===== src/rtl/six_code_pkg.sv =====
// Shared constants for the six-state cyclic code tracker.
package six_code_pkg;

    // Upstream code sequence in phase order; the carry accompanies CODE5.
    localparam logic [2:0] CODE0 = 3'b010;
    localparam logic [2:0] CODE1 = 3'b011;
    localparam logic [2:0] CODE2 = 3'b111;
    localparam logic [2:0] CODE3 = 3'b110;
    localparam logic [2:0] CODE4 = 3'b100;
    localparam logic [2:0] CODE5 = 3'b000;

    // Phase index reported for the two codes the counter never emits.
    localparam logic [2:0] IDX_ILLEGAL = 3'd7;

    // Sticky error flags grouped so they can be cleared and updated together.
    typedef struct packed {
        logic illegal_err;
        logic seq_err;
        logic carry_err;
    } err_flags_t;

endpackage


===== src/rtl/six_code_decode.sv =====
// Combinational decode of one upstream code: phase index, legality and successor.
module six_code_decode
    import six_code_pkg::*;
(
    input  logic [2:0] code,
    output logic [2:0] idx,
    output logic       legal,
    output logic [2:0] next_code
);

    // Map each code to its phase, flag the two illegal codes and give the expected successor.
    always_comb begin
        idx       = IDX_ILLEGAL;
        legal     = 1'b0;
        next_code = CODE0;
        case (code)
            CODE0: begin
                idx       = 3'd0;
                legal     = 1'b1;
                next_code = CODE1;
            end
            CODE1: begin
                idx       = 3'd1;
                legal     = 1'b1;
                next_code = CODE2;
            end
            CODE2: begin
                idx       = 3'd2;
                legal     = 1'b1;
                next_code = CODE3;
            end
            CODE3: begin
                idx       = 3'd3;
                legal     = 1'b1;
                next_code = CODE4;
            end
            CODE4: begin
                idx       = 3'd4;
                legal     = 1'b1;
                next_code = CODE5;
            end
            CODE5: begin
                idx       = 3'd5;
                legal     = 1'b1;
                next_code = CODE0;
            end
            default: begin
                // 001 / 101: no successor exists, the stream re-synchronises on the next sample.
                idx       = IDX_ILLEGAL;
                legal     = 1'b0;
                next_code = CODE0;
            end
        endcase
    end

endmodule


===== src/rtl/six_code_tracker.sv =====
// Tracks the 6-state cyclic counter: registers the phase, counts carries into a
// wider cycle counter and latches sticky errors for illegal codes, out-of-order
// transitions and carry/code mismatches.
module six_code_tracker
    import six_code_pkg::*;
#(
    parameter int CYC_W = 8
)(
    input  logic             clk,
    input  logic             reset,
    input  logic [2:0]       q_in,
    input  logic             c_in,
    input  logic             clr,
    output logic             valid,
    output logic [2:0]       idx,
    output logic [CYC_W-1:0] cycles,
    output logic             tc,
    output logic             illegal_err,
    output logic             seq_err,
    output logic             carry_err
);

    // Decode of the code currently on the input.
    logic [2:0]       cur_idx_s;
    logic             cur_legal_s;
    logic [2:0]       cur_next_s;

    // Registered state. The previous code is kept in decoded form (its
    // successor and legality), which is all the sequence check needs.
    logic             valid_r;
    logic [2:0]       idx_r;
    logic [CYC_W-1:0] cycles_r;
    logic             tc_r;
    err_flags_t       err_r;
    logic             primed_r;
    logic [2:0]       prev_next_r;
    logic             prev_legal_r;

    // Next-state values for the counter and error flags.
    logic [CYC_W-1:0] cycles_nxt_s;
    logic             tc_nxt_s;
    err_flags_t       hit_s;
    err_flags_t       err_nxt_s;

    six_code_decode u_decode (
        .code      (q_in),
        .idx       (cur_idx_s),
        .legal     (cur_legal_s),
        .next_code (cur_next_s)
    );

    // Detect this sample's error conditions and form the next counter/flag values; clr wins.
    always_comb begin
        hit_s.illegal_err = ~cur_legal_s;
        hit_s.carry_err   = c_in ^ (q_in == CODE5);
        if (primed_r && prev_legal_r) begin
            hit_s.seq_err = (q_in != prev_next_r);
        end else begin
            hit_s.seq_err = 1'b0;
        end

        cycles_nxt_s = cycles_r;
        tc_nxt_s     = 1'b0;
        err_nxt_s    = err_r;
        if (clr) begin
            cycles_nxt_s = {CYC_W{1'b0}};
            tc_nxt_s     = 1'b0;
            err_nxt_s    = '{illegal_err: 1'b0, seq_err: 1'b0, carry_err: 1'b0};
        end else begin
            if (c_in) begin
                cycles_nxt_s = cycles_r + {{(CYC_W-1){1'b0}}, 1'b1};
                tc_nxt_s     = &cycles_r;
            end else begin
                cycles_nxt_s = cycles_r;
                tc_nxt_s     = 1'b0;
            end
            err_nxt_s = err_r | hit_s;
        end
    end

    // Register phase tracking, cycle counter and sticky flags; reset has top priority.
    always_ff @(posedge clk) begin
        if (reset) begin
            valid_r      <= 1'b0;
            idx_r        <= 3'd0;
            cycles_r     <= {CYC_W{1'b0}};
            tc_r         <= 1'b0;
            err_r        <= '{illegal_err: 1'b0, seq_err: 1'b0, carry_err: 1'b0};
            primed_r     <= 1'b0;
            prev_next_r  <= CODE1;
            prev_legal_r <= 1'b1;
        end else begin
            valid_r      <= 1'b1;
            idx_r        <= cur_idx_s;
            cycles_r     <= cycles_nxt_s;
            tc_r         <= tc_nxt_s;
            err_r        <= err_nxt_s;
            primed_r     <= 1'b1;
            prev_next_r  <= cur_next_s;
            prev_legal_r <= cur_legal_s;
        end
    end

    assign valid       = valid_r;
    assign idx         = idx_r;
    assign cycles      = cycles_r;
    assign tc          = tc_r;
    assign illegal_err = err_r.illegal_err;
    assign seq_err     = err_r.seq_err;
    assign carry_err   = err_r.carry_err;

endmodule

===== config.mk =====
export PLATFORM = sky130hd
export DESIGN_NAME = six_code_tracker
export DESIGN_NICKNAME = d
export VERILOG_FILES = /design/src/rtl/six_code_pkg.sv /design/src/rtl/six_code_decode.sv /design/src/rtl/six_code_tracker.sv
export SDC_FILE = /design/constraint.sdc
export NUM_CORES = 1
export LEC_CHECK = 0
export ABC_CLOCK_PERIOD_IN_PS = 3550
export CAP_MARGIN = 5
export CORE_MARGIN = 2
export CORE_UTILIZATION = 47
export CTS_CLUSTER_SIZE = 12
export DETAILED_ROUTE_END_ITERATION = 8
export GPL_TIMING_DRIVEN = 0
export PLACE_DENSITY = 0.81
export SLEW_MARGIN = 20
export SYNTH_ARGS = -nofsm -noshare
export SYNTH_HDL_FRONTEND = slang
export SYNTH_SLANG_ARGS = --single-unit
export TNS_END_PERCENT = 20

===== constraint.sdc =====
create_clock -name clk -period 3.55 [get_ports clk]
set_input_delay 0.71 -clock clk [delete_from_list [all_inputs] [get_ports clk]]
set_output_delay 0.71 -clock clk [all_outputs]
set_load 0.005 [all_outputs]

# --- After elaboration in Yosys (flattened, before gate mapping) ---
# Index checks and enable logic that the tools add are counted.
totals:
  register_bits: 20
  in_bits: 7
  out_inout_bits: 16
  word_cells: 31
classes:
  add_sub_neg: 1
  n_eq_ne: 6
  n_mux: 5
  n_bitwise: 4
  n_reduce_logical: 6
ops:
  columns: ["op", "n"]
  rows:
  - ["$pmux 3 s6", 1]
  - ["$pmux 3 s5", 1]
  - ["$eq 3x3->1 const B", 3]
  - ["$add 8x1->8 const B", 1]
  - ["$reduce_and 8->1", 1]
  - ["$eq 3x2->1 const B", 2]
  - ["$reduce_or 6->1", 1]
  - ["$logic_not 3->1", 1]
  - ["$mux 1", 3]
  - ["$ne 3x3->1", 1]
  - ["$or 3x3->3", 1]
  - ["$reduce_or 3->1", 1]
  - ["$not 1->1", 2]
  - ["$reduce_or 2->1", 1]
  - ["$logic_and 1x1->1", 1]
  - ["$xor 1x1->1", 1]

# --- Longest topological paths before layout ---
depth:
  depth_word: 5
  depth_mapped: 4
  mapped_depth_nobuf: 4

# --- Modules after synthesis ---
# Synthesis repeated with hierarchy kept, for this count alone.
hier_totals:
  hier_cells: 83
  hier_area_um2: 783.3
by_module_without_submodules:
  columns: ["mod", "instances", "cells_per_inst", "area_each_um2", "seq_area_each_um2"]
  rows:
  - ["six_code_tracker", 1, 73, 724.4, 400.4]
  - ["six_code_decode", 1, 10, 58.8, 0.0]

# --- Worst setup path before layout ---
# Ideal clock, no wire load.
synth_timing:
  path_type: "input to register"
  from: "in c_in"
  to: "reg cycles_r[7], in the netlist cycles[7]"
  setup_time_ns: 0.071
  arrival_ns: 1.424
  required_time_ns: 3.479
  slack_ns: 2.056
  path_stages: 4
  n_path_buf: 1
  cell_sequence: "buf_4 > nand4_2 > or3_1 > a21oi_1"
synth_rtl:
  columns: ["item", "line_no", "text"]
  rows:
  - ["start: declaration", "six_code_tracker.sv:12", "input logic c_in,"]
  - ["end signal: assignment", "six_code_tracker.sv:86", "cycles_r <= {CYC_W{1'b0}};"]
  - ["end signal: assignment", "six_code_tracker.sv:95", "cycles_r <= cycles_nxt_s;"]
  - ["end: declaration", "six_code_tracker.sv:32", "logic [CYC_W-1:0] cycles_r;"]

# --- Final worst setup path ---
layout_timing:
  from: "reg cycles_r[3], in the netlist cycles[3]"
  to: "out cycles[3]"
layout_rtl:
  columns: ["item", "line_no", "text"]
  rows:
  - ["end: declaration", "six_code_tracker.sv:16", "output logic [CYC_W-1:0] cycles,"]
# No word-level cell between the ends.

==> flow_metrics.py <==
metrics = {
    "finish": {
        "areaGrowthSynthToFinish_pct": 29.4,
        "final_cell_mix": "dfxtp_1, clkdlybuf4s50_1, nor2_1, xor2_1, a21oi_1",
        "num-fill-cells": 131,
        "n_antenna_cell": 0,
        "drive_gt1_share_pct": 7.84,
        "fin_cells": 118,
        "post-route-util_pct": 65.1,
        "final_common_cell": "dfxtp_1",
        "layout.nets": 112,
    },
    "pwr": {
        "power.switching_mw": 0.0838,
        "p_int_mw": 0.292,
        "p_sw_share_pct": 22.3,
        "seqPwrFrac_pct": 62.6,
        "finalPower_mw": 0.376,
        "power.share.clock_pct": 27.3,
        "p_per_area_nw_per_um2": 383,
        "peakVddDrop_v": 0.000234,
        "leakage_nw": 0.379,
        "combPwrFrac_pct": 10.1,
    },
    "timing": {
        "setup_viol": 0,
        "layout_worst_path_cycle_share_pct": 56.1,
        "layout_min_cycle_time_ps": 1990,
        "grt_setup_unrepaired": "false",
        "worstMarginPinSlew_ps": 432,
        "fmax_ghz": 0.502,
        "maxSlewHeadroom_pct": 71.2,
        "tns_ps": 0,
        "hold_viol_final": 0,
        "worst_clock_skew_ps": 3.86,
        "drv_slew": 0,
    },
    "clocking": {
        "cts_tree": "built",
        "ctsResizeCount": 0,
        "cts.clk_slew.worst_paths_ps": 100,
        "clkSinkCount": 20,
        "ctsLongestPathBuffers": 2,
        "hold_buffers": 0,
        "h-tree-depth": 1,
        "cts_root_buffer": "clkbuf_4",
        "clock_latency_ps": 290,
        "post-cts-setup-buffers": 0,
        "numCtsBuffers": 3,
    },
    "placement": {
        "dpl.hpwl_um": 1010,
        "place.gp.congestion": 0.740,
        "dpl.cell_count": 115,
        "port_buffers": 18,
    },
    "grt": {
        "grt_max_degree": 11,
        "grt_pass1_vias": 653,
        "antenna_found_initial": 0,
        "grt_usage_pct": 17.5,
        "grt_pass1_wl_um": 2530,
        "grt-ovfl-total": 0,
    },
    "logic_synthesis": {
        "synth_seq_cells": 20,
        "synth_top_family_by_area": "simple AND/OR/NAND/NOR gates",
        "yosys.area_share.simple_pct": 20.0,
        "synth_top_cell_by_area": "dfxtp_1",
        "avgSynthCellArea_um2": 9.36,
        "yosys_most_used_dff": "dfxtp_1",
        "ys_top_cells_by_area": "dfxtp_1, xor2_1, nor2_1",
        "ys_types": 22,
        "synth_edf_count": 0,
        "synth_cells": 81,
        "synth_area_um2": 758,
        "yosysTopAreaCellShare_pct": 52.8,
        "synth_compound_area_share_pct": 7.59,
        "ys_seq_area_share_pct": 52.8,
        "synth_xor_area_share_pct": 10.4,
        "synthAdderAreaFrac_pct": 1.65,
        "async_reset_ff_share_pct": 0,
        "ys_warn_count": 0,
        "synth_nets": 89,
        "muxShareOfSynthArea_pct": 2.64,
    },
    "critical_path": {
        "path_cells": "clkdlybuf4s50_1",
        "r2r_setup_slack_ps": 2240,
        "crit_slowest_cell": "clkdlybuf4s50_1",
        "startpoint_type": "flop",
        "slowest_delay_ps": 540,
        "cp_top_family": "buffers and inverters",
        "crit_type": "reg2out",
        "crit_required_ps": 2840,
        "cp-end-kind": "output port",
        "arrival_ps": 1280,
        "worstPathMaxFanout": 6,
        "path_buf_inv": 1,
    },
    "detailed_routing": {
        "wl_um": 1400,
        "wl_per_cell_um": 11.9,
        "drtIter0Drc": 18,
        "vias": 628,
        "drt_first_pass_iters": 4,
        "drc": 0,
        "vias_per_cell": 5.32,
        "drtAntennaViolNets": 0,
    },
    "flow_run": {
        "cap_violations": 0,
    },
    "die": {
        "dieArea_um2": 1950,
        "die_x_um": 44.2,
        "floorplan.initialDensity_pct": 50.3,
        "core-area_um2": 1510,
        "ios": 23,
        "fp-row-count": 14,
        "die-height_um": 44.2,
    },
    "run_status": {
        "status": "finished, final reports clean",
    },
    "min_path": {
        "hold_path_class": "reg2reg",
    },
}
[area by class of cell]
cell class                      count  area, um^2  share of cell area (%)
Timing Repair Buffer               18         180                    18.4
Inverter                            3        11.3                    1.15
Multi-Input combinational cell     53         320                    32.7
Buffer                              5        26.3                    2.68
Sequential cell                    20         400                    40.8
Tap cell                           16        20.0                    2.04
Clock buffer                        3        22.5                    2.30
[through the flow]
stage	setup WS [ps]	hold WS [ps]	instance area [um^2]
after CTS	1560	463	981
final	1560	459	981
after floorplan	2060	442	758
after detailed placement	1490	443	958
after global placement	1490	438	958
after global routing	1500	505	981
[worst paths after layout]
| path | from | endpoint | cells past startpoint |
|---|---|---|---|
| max | cycles[3] | cycles[3] | 1 |
| min | illegal_err | illegal_err | 2 |
| max reg2reg | cycles[0] | cycles[6] | 4 |
| min reg2reg | illegal_err | illegal_err | 2 |
[state kept, by name (all words and copies together) (netlist names)]
signal and flops:
carry_err 1, cycles 8, idx 3, illegal_err 1, prev_legal_r 1, prev_next_r 3
primed_r 1, seq_err 1, tc 1
[power groups by stage]
stage               clock, mW  combinational [mW]  sequential, mW
floorplan                   0              0.0205           0.241
global placement            0              0.0374           0.241
detailed placement          0              0.0380           0.241
CTS                     0.105              0.0384           0.236
global route            0.114              0.0425           0.237
finish                  0.103              0.0379           0.236
[per-layer routing]
metal	vias up	GRT usage [%]	wire length (um)
li1	315	-	-
met1	289	19.4	609
met2	20	30.3	702
met3	4	4.08	65
met4	0	10.3	25
met5	-	0	0
[Yosys cell counts (2+ instances only)]
master and n:
a21oi_1 6, mux2i_1 2, nand2_1 5, nor2_1 9, buf_2 3, o21ai_0 4, nor3_1 4, nand3_1 3
inv_1 3, nand4_1 2, or3_1 3, dfxtp_1 20, xor2_1 7, xnor2_1 2
[logic make-up (layout without fill, tap and decap cells)]
logic type               count (synthesis)  in the layout
multiplexers                             2              2
flip-flops                              20             20
AND/OR/NAND/NOR                         30             30
adder cells (fa/ha/maj)                  1              1
XOR/XNOR                                 9              9
AO/OA/AOI/OAI                           11             11
buffers and inverters                    8             29
No activity file was read; power rests on OpenSTA's default activity.
==> RTL edit (same settings) <==
Add an input register stage for `q_in`, `c_in` and `clr`; this delays them by one clock.
--- a/src/rtl/six_code_tracker.sv
+++ b/src/rtl/six_code_tracker.sv
@@ -19,6 +19,16 @@
     output logic             seq_err,
     output logic             carry_err
 );
+
+    logic [2:0] q_q;
+    logic c_q;
+    logic clr_q;
+
+    always_ff @(posedge clk) begin
+        q_q   <= q_in;
+        c_q   <= c_in;
+        clr_q <= clr;
+    end
 
     // Decode of the code currently on the input.
     logic [2:0]       cur_idx_s;
@@ -43,7 +53,7 @@
     err_flags_t       err_nxt_s;
 
     six_code_decode u_decode (
-        .code      (q_in),
+        .code      (q_q),
         .idx       (cur_idx_s),
         .legal     (cur_legal_s),
         .next_code (cur_next_s)
@@ -52,9 +62,9 @@
     // Detect this sample's error conditions and form the next counter/flag values; clr wins.
     always_comb begin
         hit_s.illegal_err = ~cur_legal_s;
-        hit_s.carry_err   = c_in ^ (q_in == CODE5);
+        hit_s.carry_err   = c_q ^ (q_q == CODE5);
         if (primed_r && prev_legal_r) begin
-            hit_s.seq_err = (q_in != prev_next_r);
+            hit_s.seq_err = (q_q != prev_next_r);
         end else begin
             hit_s.seq_err = 1'b0;
         end
@@ -62,12 +72,12 @@
         cycles_nxt_s = cycles_r;
         tc_nxt_s     = 1'b0;
         err_nxt_s    = err_r;
-        if (clr) begin
+        if (clr_q) begin
             cycles_nxt_s = {CYC_W{1'b0}};
             tc_nxt_s     = 1'b0;
             err_nxt_s    = '{illegal_err: 1'b0, seq_err: 1'b0, carry_err: 1'b0};
         end else begin
-            if (c_in) begin
+            if (c_q) begin
                 cycles_nxt_s = cycles_r + {{(CYC_W-1){1'b0}}, 1'b1};
                 tc_nxt_s     = &cycles_r;
             end else begin
Formal check against the unedited RTL: not equivalent (Yosys sat finds a counterexample within 4 cycles, from zero or initial values and one cycle with reset high).
==> RTL edit against the original RTL <==
- clock power up 26%
- total power up 25%
- worst setup slack worse by 0.059 ns
- area after synthesis up 13%
- highest routed layer unchanged
- cell count up 17%
- non-clock buffer count up 4
- combinational power up 12%
- cell area up 16%
- synthesized cell count up 7.4%
- die area up 12%
- sequential cell count up 5
- maximum frequency down 2.9%
- routed wire length up 2.7%
==> RTL edit: results (changes against the original RTL) <==
place_congestion: 0.730  # -1.3%
outcome: "finished clean"
nFillCells: 158  # +21%
seq-power_mw: 0.296  # +25%
wirelength_um: 1440  # +2.7%
postSynthAreaPerCell_sq_um: 9.87  # +5.4%
buffers: 27  # +17%
placed_cells: 134  # +17%
dr_wl_met2_um: 697  # -0.71%
place_ws_ns: 1.49  # +0.00220 ns
cts_made_buffers: 3  # unchanged
syn-num-nets: 95  # +6.7%
p_leak_nw: 0.430  # +13%
synth.yosys.seq_area_share: 0.583  # +0.0550
grt_pass1_vias: 555  # -15%
syn-cell-area_sq_um: 858  # +13%
grtUsageMet1: 0.184  # -0.0104
power_mw: 0.468  # +25%
wl_met3_um: 76  # +17%
grt_usage: 0.155  # -0.0203
num_vias: 646  # +2.9%
fin_skew_ns: 0.0129  # +0.00903 ns
multi_input_gates: 54  # +1.9%
clk_pin_slew_ns: 0.14  # +0.04 ns
nets: 122  # +8.9%
portBuffers: 22  # +4
whs_endpoint: "carry_err"
p_per_area_mw_per_mm2: 411  # +7.2%
grt_pass1_wl_um: 2340  # -7.4%
placed_area_sq_mm: 0.00111  # +16%
synthTopCellsByArea: "dfxtp_1 (58%), xor2_1 (6.1%), nor2_1 (4.8%)"
drt-met1-wl_um: 627  # +3.0%
regArea_sq_um: 500  # +25%
min_from: "carry_err"
p_clk_mw: 0.130  # +26%
grtUsageMet2: 0.250  # -0.0529
hpwl_um: 1040  # +3.2%
cts_sinks: 25  # +25%
final-nonclk-buf-share: 0.220  # +0.00908
cell_internal_pwr_mw: 0.360  # +23%
viasPerCell: 4.68  # -12%
grt_use_met3: 0.0500  # +0.00918
max_slew_margin: 0.706  # -0.00526
holdWs_ns: 0.458  # -0.00150 ns
grt_start_max_net_pins: 16  # +5
clk_share: 0.0263  # +0.00339
peakVddDrop_uv: 369  # +58%
top_layer: "met4"
-- RTL edit: worst max path at each step --
stage                             end  slack (ns)  cells past startpoint      start
after global routing        cycles[0]        1.43                      1  cycles[0]
after floorplan             carry_err        2.19                      3      reset
after detailed placement    cycles[3]        1.49                      4      reset
final                       cycles[0]        1.50                      1  cycles[0]
after CTS                   cycles[1]        1.48                      1  cycles[1]
after global placement    illegal_err        1.52                      4      reset
-- RTL edit: kinds of logic after synthesis --
| kind of cell | count (synthesis) | synth area share |
|---|---|---|
| buffers and inverters | 8 | 0.0481 |
| muxes | 1 | 0.0117 |
| and+or+nand+nor | 32 | 0.187 |
| DFF | 25 | 0.583 |
| AOI/OAI and AO/OA | 11 | 0.0641 |
| xor gates and xnor gates | 9 | 0.0918 |
| adders and majority gates | 1 | 0.0146 |
-- RTL edit: worst reg2reg max path, cell delays in order, from the launching register on --
cell	delay, ns
dfxtp_1	0.47
ha_1	0.27
nand2_1	0.08
or3_1	0.30
a21oi_1	0.14
